===== config.mk =====
export PLATFORM = sky130hd
export DESIGN_NAME = irb_scheduler_flat
export DESIGN_NICKNAME = d
export VERILOG_FILES = /design/src/rtl/irb_pkg.sv /design/src/rtl/irb_if.sv /design/src/rtl/irb_tile_cnt.sv /design/src/rtl/irb_scheduler.sv /design/src/flat_wrapper.sv
export SDC_FILE = /design/constraint.sdc
export NUM_CORES = 1
export LEC_CHECK = 0
export CAP_MARGIN = 10
export CORE_MARGIN = 1.5
export CORE_UTILIZATION = 35
export DETAILED_ROUTE_END_ITERATION = 8
export SKIP_CTS_REPAIR_TIMING = 1
export SYNTH_ARGS = -nofsm -noshare
export SYNTH_HDL_FRONTEND = slang
export SYNTH_HIERARCHICAL = 1
export SYNTH_SLANG_ARGS = --single-unit

===== constraint.sdc =====
create_clock -name clk -period 6.26 [get_ports clk]
set_input_delay 0.626 -clock clk [delete_from_list [all_inputs] [get_ports clk]]
set_output_delay 0.626 -clock clk [all_outputs]
set_load 0.005 [all_outputs]

===== src/rtl/irb_pkg.sv =====
// Shared types and helpers for the inverted-residual-block scheduler.
// Phase encoding, DMA opcodes, and the phase-to-opcode decode.
package irb_pkg;

  // Channels per group; kept equal to dma_pkg::Npar.
  localparam int DMA_NPAR = 8;

  typedef enum logic [3:0] {
    IDLE,
    LD_FMI,
    LD_KEX,
    EXP,
    LD_KDW,
    DW,
    LD_KPR,
    PROJ,
    ST_FMO,
    FINISHED
  } phase_t;

  typedef enum logic [2:0] {
    OP_LD_FMI = 3'd0,
    OP_LD_KEX = 3'd1,
    OP_LD_KDW = 3'd2,
    OP_LD_KPR = 3'd3,
    OP_ST_FMO = 3'd4
  } dma_op_t;

  function automatic logic is_dma_phase(phase_t p);
    return p inside {LD_FMI, LD_KEX, LD_KDW, LD_KPR, ST_FMO};
  endfunction

  function automatic dma_op_t dma_op_of(phase_t p);
    case (p)
      LD_KEX:  return OP_LD_KEX;
      LD_KDW:  return OP_LD_KDW;
      LD_KPR:  return OP_LD_KPR;
      ST_FMO:  return OP_ST_FMO;
      default: return OP_LD_FMI;
    endcase
  endfunction

endpackage


===== src/rtl/irb_if.sv =====
// Engine-side bus of the scheduler: DMA, conv1x1 and depthwise start/finish
// handshakes plus their sideband. master = scheduler, slave = engines.
interface irb_if
  import irb_pkg::*;
#(
  parameter int TW = 8
) ();
  logic          dma_start;
  dma_op_t       dma_op;
  logic [TW-1:0] dma_tx;
  logic [TW-1:0] dma_ty;
  logic [TW-1:0] dma_grp;
  logic          dma_finish;
  logic          conv_start;
  logic [10:0]   conv_nif;
  logic          conv_proj;
  logic          conv_acc;
  logic          conv_finish;
  logic          dw_start;
  logic          dw_finish;

  modport master (
    output dma_start, dma_op, dma_tx, dma_ty, dma_grp,
    output conv_start, conv_nif, conv_proj, conv_acc,
    output dw_start,
    input  dma_finish, conv_finish, dw_finish
  );

  modport slave (
    input  dma_start, dma_op, dma_tx, dma_ty, dma_grp,
    input  conv_start, conv_nif, conv_proj, conv_acc,
    input  dw_start,
    output dma_finish, conv_finish, dw_finish
  );
endinterface


===== src/rtl/irb_tile_cnt.sv =====
// Nested tile/group counter: grp innermost, then tx, then ty.
// inc_grp wraps grp to 0 after the last group; inc_tile advances tx then ty.
module irb_tile_cnt #(
  parameter int TW = 8
) (
  input  logic          clk,
  input  logic          rst,
  input  logic          clr,
  input  logic          inc_grp,
  input  logic          inc_tile,
  input  logic [TW-1:0] ngrp,
  input  logic [TW-1:0] ntx,
  input  logic [TW-1:0] nty,
  output logic [TW-1:0] tx,
  output logic [TW-1:0] ty,
  output logic [TW-1:0] grp,
  output logic          last_grp,
  output logic          last_tile
);
  localparam logic [TW-1:0] ONE = {{(TW-1){1'b0}}, 1'b1};

  logic last_tx, last_ty;

  // Compare against count-1 so a count of 2**TW-1 never needs a wider counter.
  assign last_grp  = (grp == ngrp - ONE);
  assign last_tx   = (tx == ntx - ONE);
  assign last_ty   = (ty == nty - ONE);
  assign last_tile = last_tx && last_ty;

  // NOTE: state registers use non-blocking (<=) so every flop samples the
  // pre-edge values; blocking here would chain updates within one edge.
  always_ff @(posedge clk or negedge rst) begin
    if (!rst) begin
      tx  <= '0;
      ty  <= '0;
      grp <= '0;
    end else if (clr) begin
      tx  <= '0;
      ty  <= '0;
      grp <= '0;
    end else begin
      if (inc_grp) grp <= last_grp ? '0 : grp + ONE;
      if (inc_tile) begin
        if (last_tx) begin
          tx <= '0;
          ty <= last_ty ? '0 : ty + ONE;
        end else begin
          tx <= tx + ONE;
        end
      end
    end
  end

endmodule


===== src/rtl/irb_scheduler.sv =====
// Sequencer for one inverted residual block: per tile, load input, then per
// group expand/depthwise/project, then store; engines run one at a time.
module irb_scheduler
  import irb_pkg::*;
#(
  parameter int NPAR = DMA_NPAR,
  parameter int TW   = 8
) (
  input  logic          clk,
  input  logic          rst,
  input  logic          start,
  input  logic [10:0]   cfg_nif,
  input  logic [TW-1:0] cfg_ngrp,
  input  logic [TW-1:0] cfg_ntx,
  input  logic [TW-1:0] cfg_nty,
  irb_if.master         bus,
  output logic          busy,
  output logic          done
);
  phase_t        state, state_nxt;
  logic          first_q;
  logic [10:0]   nif_q;
  logic [TW-1:0] ngrp_q, ntx_q, nty_q;
  logic [TW-1:0] tx, ty, grp;
  logic          clr, inc_grp, inc_tile, last_grp, last_tile;
  logic          phase_fin, fin_ok, zero_cfg, entering;

  irb_tile_cnt #(.TW(TW)) u_cnt (
    .clk       (clk),
    .rst       (rst),
    .clr       (clr),
    .inc_grp   (inc_grp),
    .inc_tile  (inc_tile),
    .ngrp      (ngrp_q),
    .ntx       (ntx_q),
    .nty       (nty_q),
    .tx        (tx),
    .ty        (ty),
    .grp       (grp),
    .last_grp  (last_grp),
    .last_tile (last_tile)
  );

  assign zero_cfg = (cfg_ngrp == '0) || (cfg_ntx == '0) || (cfg_nty == '0);
  assign entering = (state_nxt != state);

  // Only the active phase's own engine may end it, and never on its start cycle.
  always_comb begin
    case (state)
      LD_FMI, LD_KEX, LD_KDW, LD_KPR, ST_FMO: phase_fin = bus.dma_finish;
      EXP, PROJ:                              phase_fin = bus.conv_finish;
      DW:                                     phase_fin = bus.dw_finish;
      default:                                phase_fin = 1'b0;
    endcase
  end
  assign fin_ok = phase_fin && !first_q;

  // NOTE: every signal driven here gets a default first, so no path through
  // the case statement can leave one unassigned and infer a latch.
  always_comb begin
    state_nxt = state;
    clr       = 1'b0;
    inc_grp   = 1'b0;
    inc_tile  = 1'b0;
    case (state)
      IDLE: if (start) begin
        clr       = 1'b1;
        state_nxt = zero_cfg ? FINISHED : LD_FMI;
      end
      LD_FMI: if (fin_ok) state_nxt = LD_KEX;
      LD_KEX: if (fin_ok) state_nxt = EXP;
      EXP:    if (fin_ok) state_nxt = LD_KDW;
      LD_KDW: if (fin_ok) state_nxt = DW;
      DW:     if (fin_ok) state_nxt = LD_KPR;
      LD_KPR: if (fin_ok) state_nxt = PROJ;
      PROJ: if (fin_ok) begin
        inc_grp   = 1'b1;
        state_nxt = last_grp ? ST_FMO : LD_KEX;
      end
      ST_FMO: if (fin_ok) begin
        inc_tile  = 1'b1;
        state_nxt = last_tile ? FINISHED : LD_FMI;
      end
      FINISHED: state_nxt = IDLE;
      default:  state_nxt = IDLE;
    endcase
  end

  always_ff @(posedge clk or negedge rst) begin
    if (!rst) begin
      state          <= IDLE;
      first_q        <= 1'b0;
      bus.dma_start  <= 1'b0;
      bus.conv_start <= 1'b0;
      bus.dw_start   <= 1'b0;
      done           <= 1'b0;
      nif_q          <= '0;
      ngrp_q         <= '0;
      ntx_q          <= '0;
      nty_q          <= '0;
    end else begin
      state          <= state_nxt;
      first_q        <= entering;
      bus.dma_start  <= entering && is_dma_phase(state_nxt);
      bus.conv_start <= entering && (state_nxt == EXP || state_nxt == PROJ);
      bus.dw_start   <= entering && (state_nxt == DW);
      done           <= (state == FINISHED);
      if (state == IDLE && start) begin
        nif_q  <= cfg_nif;
        ngrp_q <= cfg_ngrp;
        ntx_q  <= cfg_ntx;
        nty_q  <= cfg_nty;
      end
    end
  end

  // Sideband decodes straight from state and counters, which only move on
  // phase changes, so it holds steady for the whole phase.
  assign bus.dma_op    = dma_op_of(state);
  assign bus.dma_tx    = tx;
  assign bus.dma_ty    = ty;
  assign bus.dma_grp   = grp;
  assign bus.conv_proj = (state == PROJ);
  assign bus.conv_acc  = (state == PROJ) && (grp != '0);
  assign bus.conv_nif  = (state == EXP)  ? nif_q :
                         (state == PROJ) ? 11'(NPAR) : 11'd0;
  assign busy          = (state != IDLE);

endmodule


===== src/flat_wrapper.sv =====
// flat-port wrapper written by rule: the top's interface ports become plain ports
module irb_scheduler_flat import irb_pkg::*;
#(
  parameter int NPAR = DMA_NPAR,
  parameter int TW   = 8
)
  (clk, rst, start, cfg_nif, cfg_ngrp, cfg_ntx, cfg_nty, busy, done, bus_dma_start, bus_dma_op, bus_dma_tx, bus_dma_ty, bus_dma_grp, bus_conv_start, bus_conv_nif, bus_conv_proj, bus_conv_acc, bus_dw_start, bus_dma_finish, bus_conv_finish, bus_dw_finish);
  irb_if #(.TW(TW)) bus_i ();
  input  logic clk;
  input  logic rst;
  input  logic start;
  input  logic [10:0] cfg_nif;
  input  logic [TW-1:0] cfg_ngrp;
  input  logic [TW-1:0] cfg_ntx;
  input  logic [TW-1:0] cfg_nty;
  output logic busy;
  output logic done;
  output wire logic [$bits(bus_i.dma_start)-1:0] bus_dma_start;
  output wire logic [$bits(bus_i.dma_op)-1:0] bus_dma_op;
  output wire logic [$bits(bus_i.dma_tx)-1:0] bus_dma_tx;
  output wire logic [$bits(bus_i.dma_ty)-1:0] bus_dma_ty;
  output wire logic [$bits(bus_i.dma_grp)-1:0] bus_dma_grp;
  output wire logic [$bits(bus_i.conv_start)-1:0] bus_conv_start;
  output wire logic [$bits(bus_i.conv_nif)-1:0] bus_conv_nif;
  output wire logic [$bits(bus_i.conv_proj)-1:0] bus_conv_proj;
  output wire logic [$bits(bus_i.conv_acc)-1:0] bus_conv_acc;
  output wire logic [$bits(bus_i.dw_start)-1:0] bus_dw_start;
  input wire logic [$bits(bus_i.dma_finish)-1:0] bus_dma_finish;
  input wire logic [$bits(bus_i.conv_finish)-1:0] bus_conv_finish;
  input wire logic [$bits(bus_i.dw_finish)-1:0] bus_dw_finish;
  assign bus_dma_start = bus_i.dma_start;
  assign bus_dma_op = bus_i.dma_op;
  assign bus_dma_tx = bus_i.dma_tx;
  assign bus_dma_ty = bus_i.dma_ty;
  assign bus_dma_grp = bus_i.dma_grp;
  assign bus_conv_start = bus_i.conv_start;
  assign bus_conv_nif = bus_i.conv_nif;
  assign bus_conv_proj = bus_i.conv_proj;
  assign bus_conv_acc = bus_i.conv_acc;
  assign bus_dw_start = bus_i.dw_start;
  assign bus_i.dma_finish = bus_dma_finish;
  assign bus_i.conv_finish = bus_conv_finish;
  assign bus_i.dw_finish = bus_dw_finish;
  irb_scheduler #(.NPAR(NPAR), .TW(TW)) u_core (.clk(clk), .rst(rst), .start(start), .cfg_nif(cfg_nif), .cfg_ngrp(cfg_ngrp), .cfg_ntx(cfg_ntx), .cfg_nty(cfg_nty), .bus(bus_i), .busy(busy), .done(done));
endmodule

==> results.sh, run 1 <==
export IMPL_numCtsBuffers=9
export IMPL_crit_arrival_ps=3530
export IMPL_cp_end_kind="register"
export IMPL_wl_met1_um=4940
export IMPL_syn_nets=540
export IMPL_std_cell_rows=39
export IMPL_yosysUniqueCellTypes=66
export IMPL_io_pins=86
export IMPL_worstPathBufferInverterCount=2
export IMPL_cts_tree="built"
export IMPL_die_w_um=111
export IMPL_antenna_found_initial=0
export IMPL_io_buffers=85
export IMPL_dp_hpwl_um=7410
export IMPL_wl_met2_um=4940
export IMPL_fmax_mhz=303
export IMPL_top_layer="met4"
export IMPL_period_share_pct=52.7
export IMPL_drc=0
export IMPL_period_needed_ps=3300
export IMPL_die_height_um=111
export IMPL_cts_buffer_depth=2
export IMPL_synthTopCellsByArea="dfrtp_1 42%, nand2_1 12%, xnor2_1 3.8%, xor2_1 3.4%, nor3_1 2.4%"
export IMPL_multi_input_area_um2=2240
export IMPL_syn_area_per_cell_um2=8.31
export IMPL_cp_slowest_cell="nor2_1"
export IMPL_overflow=0
export IMPL_dp_cells=702
export IMPL_met3_length_um=499
export IMPL_skew_ps=4.50
export IMPL_synth_edff_count=0
export IMPL_clkTransAtPathRegs_ps=60
export IMPL_drt_iter0_drc=244
export IMPL_path_cells="nor4b_2, nand2_1, inv_1, inv_1, nor3_1, o2111ai_1, nor2_1, nand2_1, o221ai_1"
export IMPL_rsz0062_at_grt="no"
export IMPL_critPathTopFamily="simple AND/OR/NAND/NOR gates"
export IMPL_vias=3754
export IMPL_drive_above_1_share_pct=5.91
export IMPL_synth_area_um2=4100
export IMPL_grt_use_total_pct=17.3
export IMPL_wl_um=10500
export IMPL_fin_cells=718
export IMPL_htreeDepth=3
export IMPL_p_leak_nw=2.37
export IMPL_power_density_nw_per_um2=392
export IMPL_synth_common_cells="133 x nand2_1, 68 x dfrtp_1, 26 x nor2_1"
export IMPL_crit_path_start_kind="register"
export IMPL_cpPeakStageDelay_ps=750
export IMPL_vdd_drop_max_uv=149
export IMPL_whs_ps=464
export IMPL_relSlewSlack_pct=28.3
export IMPL_worstSetupPathType="reg -> reg"
export IMPL_synth_most_common_cell="nand2_1"
export IMPL_setup_viol=0
export IMPL_yosys_most_used_dff="dfrtp_1"
export IMPL_fin_setup_tns_ps=0
export IMPL_grt_pass1_vias=3632
export IMPL_detail_route_antenna_nets=0
export IMPL_cts_root_buf="clkbuf_16"
export IMPL_status="complete, no violations"
export IMPL_grt_max_degree=69
export IMPL_hold_path_class="reg -> reg"
export IMPL_ys_seq_elements=68
export IMPL_netlist_instances=493
export IMPL_antenna_diode_count=0
export IMPL_postLayoutCoreUtil_pct=47.2
export IMPL_grt_pass1_wl_um=17500
export IMPL_vias_per_cell=5.23
export IMPL_hold_viol_final=0
export IMPL_timing_max_cap_violations=0
export IMPL_ff_latch_area_um2=1700
export IMPL_yosysWarningCount=6
export IMPL_worst_slew_pin_slew_ps=1070
export IMPL_die_area_um2=12400
export IMPL_start_util_pct=35.9
export IMPL_seq_area_frac_synth_pct=41.5
export IMPL_crit_path_max_fanout=14
export IMPL_firstDrtPassIters=4
export IMPL_wire_per_inst_um=14.7
export IMPL_yosysTopAreaCell="dfrtp_1"
export IMPL_synthArstFlopShare_pct=100
export IMPL_gp_congestion=0.867
export IMPL_coreArea_um2=11400
export IMPL_cp_data_required_time_ps=6490
export IMPL_synth_top_area_share_pct=41.5
export IMPL_clock_sinks=68
export IMPL_clk_latency_ps=320
export IMPL_report_final_slew_viol_count=0
export IMPL_n_fill_cell=1126
export IMPL_fin_nets=617
export IMPL_area_growth_pct=31.6
per-layer routing:
layer,global-route usage (%),vias to the layer above
li1,-,1864
met1,22.9,1778
met2,27.9,98
met3,3.55,14
met4,6.24,0
met5,0,-
cell families (layout without fill, tap and decap cells):
group                      count (synthesis)  count (layout)  share of synthesized area [%]
adders and majority gates                  7               7                           2.08
xor gates and xnor gates                  34              34                           7.27
and+or+nand+nor                          273             273                           32.5
muxes                                      2               2                          0.519
buffers and inverters                     38             120                           3.88
AOI/OAI and AO/OA                         71              71                           12.2
DFF                                       68              68                           41.5
metrics by stage:
step                instance area [um2]  worst slack (ps)  power (mW)
finish                             5390              2960        2.11
detailed placement                 5040              2820        1.53
global route                       5390              2640        2.28
floorplan                          4100              3750        1.28
CTS                                5390              2990        2.13
global placement                   5040              2920        1.50
cell type report:
cell class / count / area share (%)
well taps: 143 / 3.32
flip-flops and latches: 68 / 31.6
clock buffers: 10 / 4.43
multi-input cells: 387 / 41.5
inverters: 17 / 1.18
clock inverters: 6 / 2.06
repair buffers: 87 / 16.0
worst min-delay path, delay by kind of cell (launching register included):
family | cells | cell delay, ps
simple gates | 2 | 100
flops | 1 | 330
worst paths after layout:
kind | start | end | slack (ps) | cells after the start
worst max-delay path | u_core/state[3] | u_core/u_cnt/ty[6] | 2960 | 9
worst min-delay path | u_core/nif_q[1] | u_core/nif_q[1] | 460 | 2
worst max register to register | u_core/state[3] | u_core/u_cnt/ty[6] | 2960 | 9
worst min register to register | u_core/nif_q[1] | u_core/nif_q[1] | 460 | 2
max in group asynchronous | rst | u_core/u_cnt/grp[5] | 5190 | 2
min in group asynchronous | rst | u_core/bus.conv_start | 490 | 2
state kept, by name, indices dropped and copies added, names as in the netlist:
signal and count:
u_core/bus.conv_start 1, u_core/bus.dma_start 1, u_core/bus.dw_start 1, u_core/done 1
u_core/first_q 1, u_core/ngrp_q 8, u_core/nif_q 11, u_core/ntx_q 8
u_core/nty_q 8, u_core/state 4, u_core/u_cnt/grp 8, u_core/u_cnt/tx 8
u_core/u_cnt/ty 8
cells in the final DEF, fill, tap and decap left out, types with 3 or more instances in the layout:
cell type	netlist	routed
ha_1	6	6
o221ai_1	3	3
nand2b_1	11	11
nor3_1	20	20
and2_1	11	11
o211ai_1	3	3
clkbuf_16	0	9
nand2_1	133	133
nand3_1	16	16
nor2b_1	4	4
nand4b_1	5	5
xnor2_1	18	18
o2bb2ai_1	4	4
o21ai_0	13	13
dfrtp_1	68	68
nor4_1	12	12
a21oi_1	11	11
and3_1	7	7
nand3b_1	4	4
o22ai_1	7	7
a211o_1	3	3
a31oi_1	4	4
clkdlybuf4s50_1	0	84
inv_1	16	15
o2111ai_1	3	3
or3_1	3	3
nor2_1	26	26
xor2_1	16	16
bufinv_16	0	3
report_power, final:
part           switching, mW  internal (mW)  total, mW
combinational          0.400          0.384      0.784
sequential             0.168          0.571      0.739
clock                  0.192          0.400      0.591
(Power assumes the default switching activity.)
==> run 2: changes to the inputs <==
==> constraint.sdc (replaced) <==
create_clock -name clk -period 2.9 [get_ports clk]
set_input_delay 0.29 -clock clk [delete_from_list [all_inputs] [get_ports clk]]
set_output_delay 0.29 -clock clk [all_outputs]
set_load 0.005 [all_outputs]
==> run 2 against run 1 <==
Via count up 0.61%. Setup slack worse by 2600 ps. Total power rose by 110%. Clock power increased by 74%. Sequential power up 120%. Non-clock buffer count increased by 12. Global-route usage rose by 0.53 points. Critical endpoint is now u_core/state[3]. Critical path depth unchanged. First-iteration DRC count shrank 19%. Wire length is 2.1% higher. Utilization is 0.22 points higher. Worst hold slack worse by 32 ps.
==> results.sh, run 2 (same netlist as run 1, synthesis figures left out) <==
export IMPL_hold_path_class="in -> async"
export IMPL_worstSetupPathType="reg -> reg"
export IMPL_largest_reg_flops=11
export IMPL_fin_cells=730
export IMPL_io_buffers=85
export IMPL_io_pins=86
export IMPL_power_density_nw_per_um2=808
export IMPL_cp_endpoint="u_core/state[3]"
export IMPL_crit_path_start_kind="register"
export IMPL_max_flop_register="u_core/nif_q"
export IMPL_vias=3777
export IMPL_overflow=0
export IMPL_drive_above_1_share_pct=7.16
export IMPL_crit_arrival_ps=2750
export IMPL_area_growth_pct=32.2
export IMPL_cpPeakStageDelay_ps=560
export IMPL_drt_iter0_drc=198
export IMPL_fin_setup_tns_ps=0
export IMPL_skew_ps=8.98
export IMPL_cts_root_buf="clkbuf_16"
export IMPL_status="complete, no violations"
export IMPL_clock_sinks=68
export IMPL_p_leak_nw=2.40
export IMPL_setup_viol=0
export IMPL_vdd_drop_max_uv=381
export IMPL_whs_ps=432
export IMPL_dp_cells=713
export IMPL_crit_path_max_fanout=7
export IMPL_reg2reg_depth=9
export IMPL_clk_latency_ps=330
export IMPL_detail_route_antenna_nets=0
export IMPL_cp_data_required_time_ps=3160
export IMPL_worst_r2r_startpoint="u_core/ntx_q[0]"
export IMPL_std_cell_rows=39
export IMPL_cp_slowest_cell="or4_4"
export IMPL_timing_max_cap_violations=0
export IMPL_cts_tree="built"
export IMPL_drc=0
export IMPL_period_share_pct=86.0
export IMPL_numCtsBuffers=9
export IMPL_power_total_mw=4.37
export IMPL_htreeDepth=3
export IMPL_report_final_slew_viol_count=0
export IMPL_r2r_slack_ps=410
export IMPL_cts_buffer_depth=2
export IMPL_antenna_found_initial=0
export IMPL_hold_viol_final=0
export IMPL_worst_slew_pin_slew_ps=490
export IMPL_vias_per_cell=5.17
export IMPL_die_w_um=111
export IMPL_die_height_um=111
export IMPL_fmax_mhz=401
export IMPL_relSlewSlack_pct=67.3
export IMPL_period_needed_ps=2490
export IMPL_antenna_diode_count=0
export IMPL_wl_um=10800
export IMPL_r2r_end="u_core/state[3]"
export IMPL_clkTransAtPathRegs_ps=50
export IMPL_grt_pass1_vias=3733
export IMPL_wire_per_inst_um=14.7
export IMPL_dp_slack_ps=390
export IMPL_rsz0062_at_grt="no"
export IMPL_mostFrequentLayoutCell="nand2_1"
export IMPL_coreArea_um2=11400
export IMPL_path_cells="or4_4, nor2_2, o21ai_1, and3_1, or4_1, nor2_1, a21oi_1, o22ai_1, o21bai_1"
export IMPL_grt_use_total_pct=17.8
export IMPL_gp_congestion=0.838
export IMPL_worst_slack_ps=406
export IMPL_startpoint="u_core/ntx_q[0]"
export IMPL_firstDrtPassIters=4
export IMPL_grt_pass1_wl_um=17900
export IMPL_most_common_layout_cells="133 x nand2_1, 84 x clkdlybuf4s50_1, 68 x dfrtp_1"
export IMPL_start_util_pct=35.9
export IMPL_die_area_um2=12400
export IMPL_grt_max_degree=39
export IMPL_dp_hpwl_um=7840
export IMPL_cp_end_kind="register"
export IMPL_fin_nets=629
-- run 2: how the worst min path moves through the flow --
stage          slack, ps               endpoint  depth (start not counted)
2_1_floorplan         -6  u_core/bus.conv_start                          0
3_3_place_gp         250  u_core/bus.conv_start                          1
3_5_place_dp         260  u_core/bus.conv_start                          1
4_1_cts              -90  u_core/bus.conv_start                          1
5_1_grt              480  u_core/bus.conv_start                          2
6_report             430    u_core/bus.dw_start                          2
-- run 2: layer usage --
layer | track usage, % | wire length, um | up-vias | part of all wire (%)
li1 | - | - | 1890 | -
met1 | 22.4 | 4910 | 1792 | 46
met2 | 29.4 | 5170 | 85 | 48
met3 | 4.54 | 538 | 10 | 5.0
met4 | 6.67 | 136 | 0 | 1.3
met5 | 0 | 0 | - | 0
-- run 2: area by class of cell --
class / instances / area [um2]
Tap cell: 143 / 179
Sequential cell: 68 / 1700
Fill cell: 1132 / 6000
Multi-Input combinational cell: 387 / 2240
Inverter: 17 / 63.8
Clock buffer: 15 / 278
Timing Repair Buffer: 99 / 953
Clock inverter: 1 / 5.00
-- run 2: power breakdown --
part / switching [mW] / internal [mW] / total [mW]
Combinational: 0.874 / 0.858 / 1.73
Clock: 0.385 / 0.648 / 1.03
Sequential: 0.377 / 1.23 / 1.61
Total: 1.64 / 2.74 / 4.37
-- run 2: per-stage QoR --
step / cell area, um2 / utilization [%]
CTS: 5410 / 47.4
global placement: 5120 / 44.9
floorplan: 4100 / -
global route: 5420 / 47.4
finish: 5420 / 47.4
detailed placement: 5120 / 44.9
-- run 2: critical path, delay by kind of cell, from the launching register on --
| family | cells | cell delay, ps |
|---|---|---|
| AND/OR/NAND/NOR | 5 | 1580 |
| AO/OA/AOI/OAI | 4 | 420 |
| flip-flops | 1 | 420 |
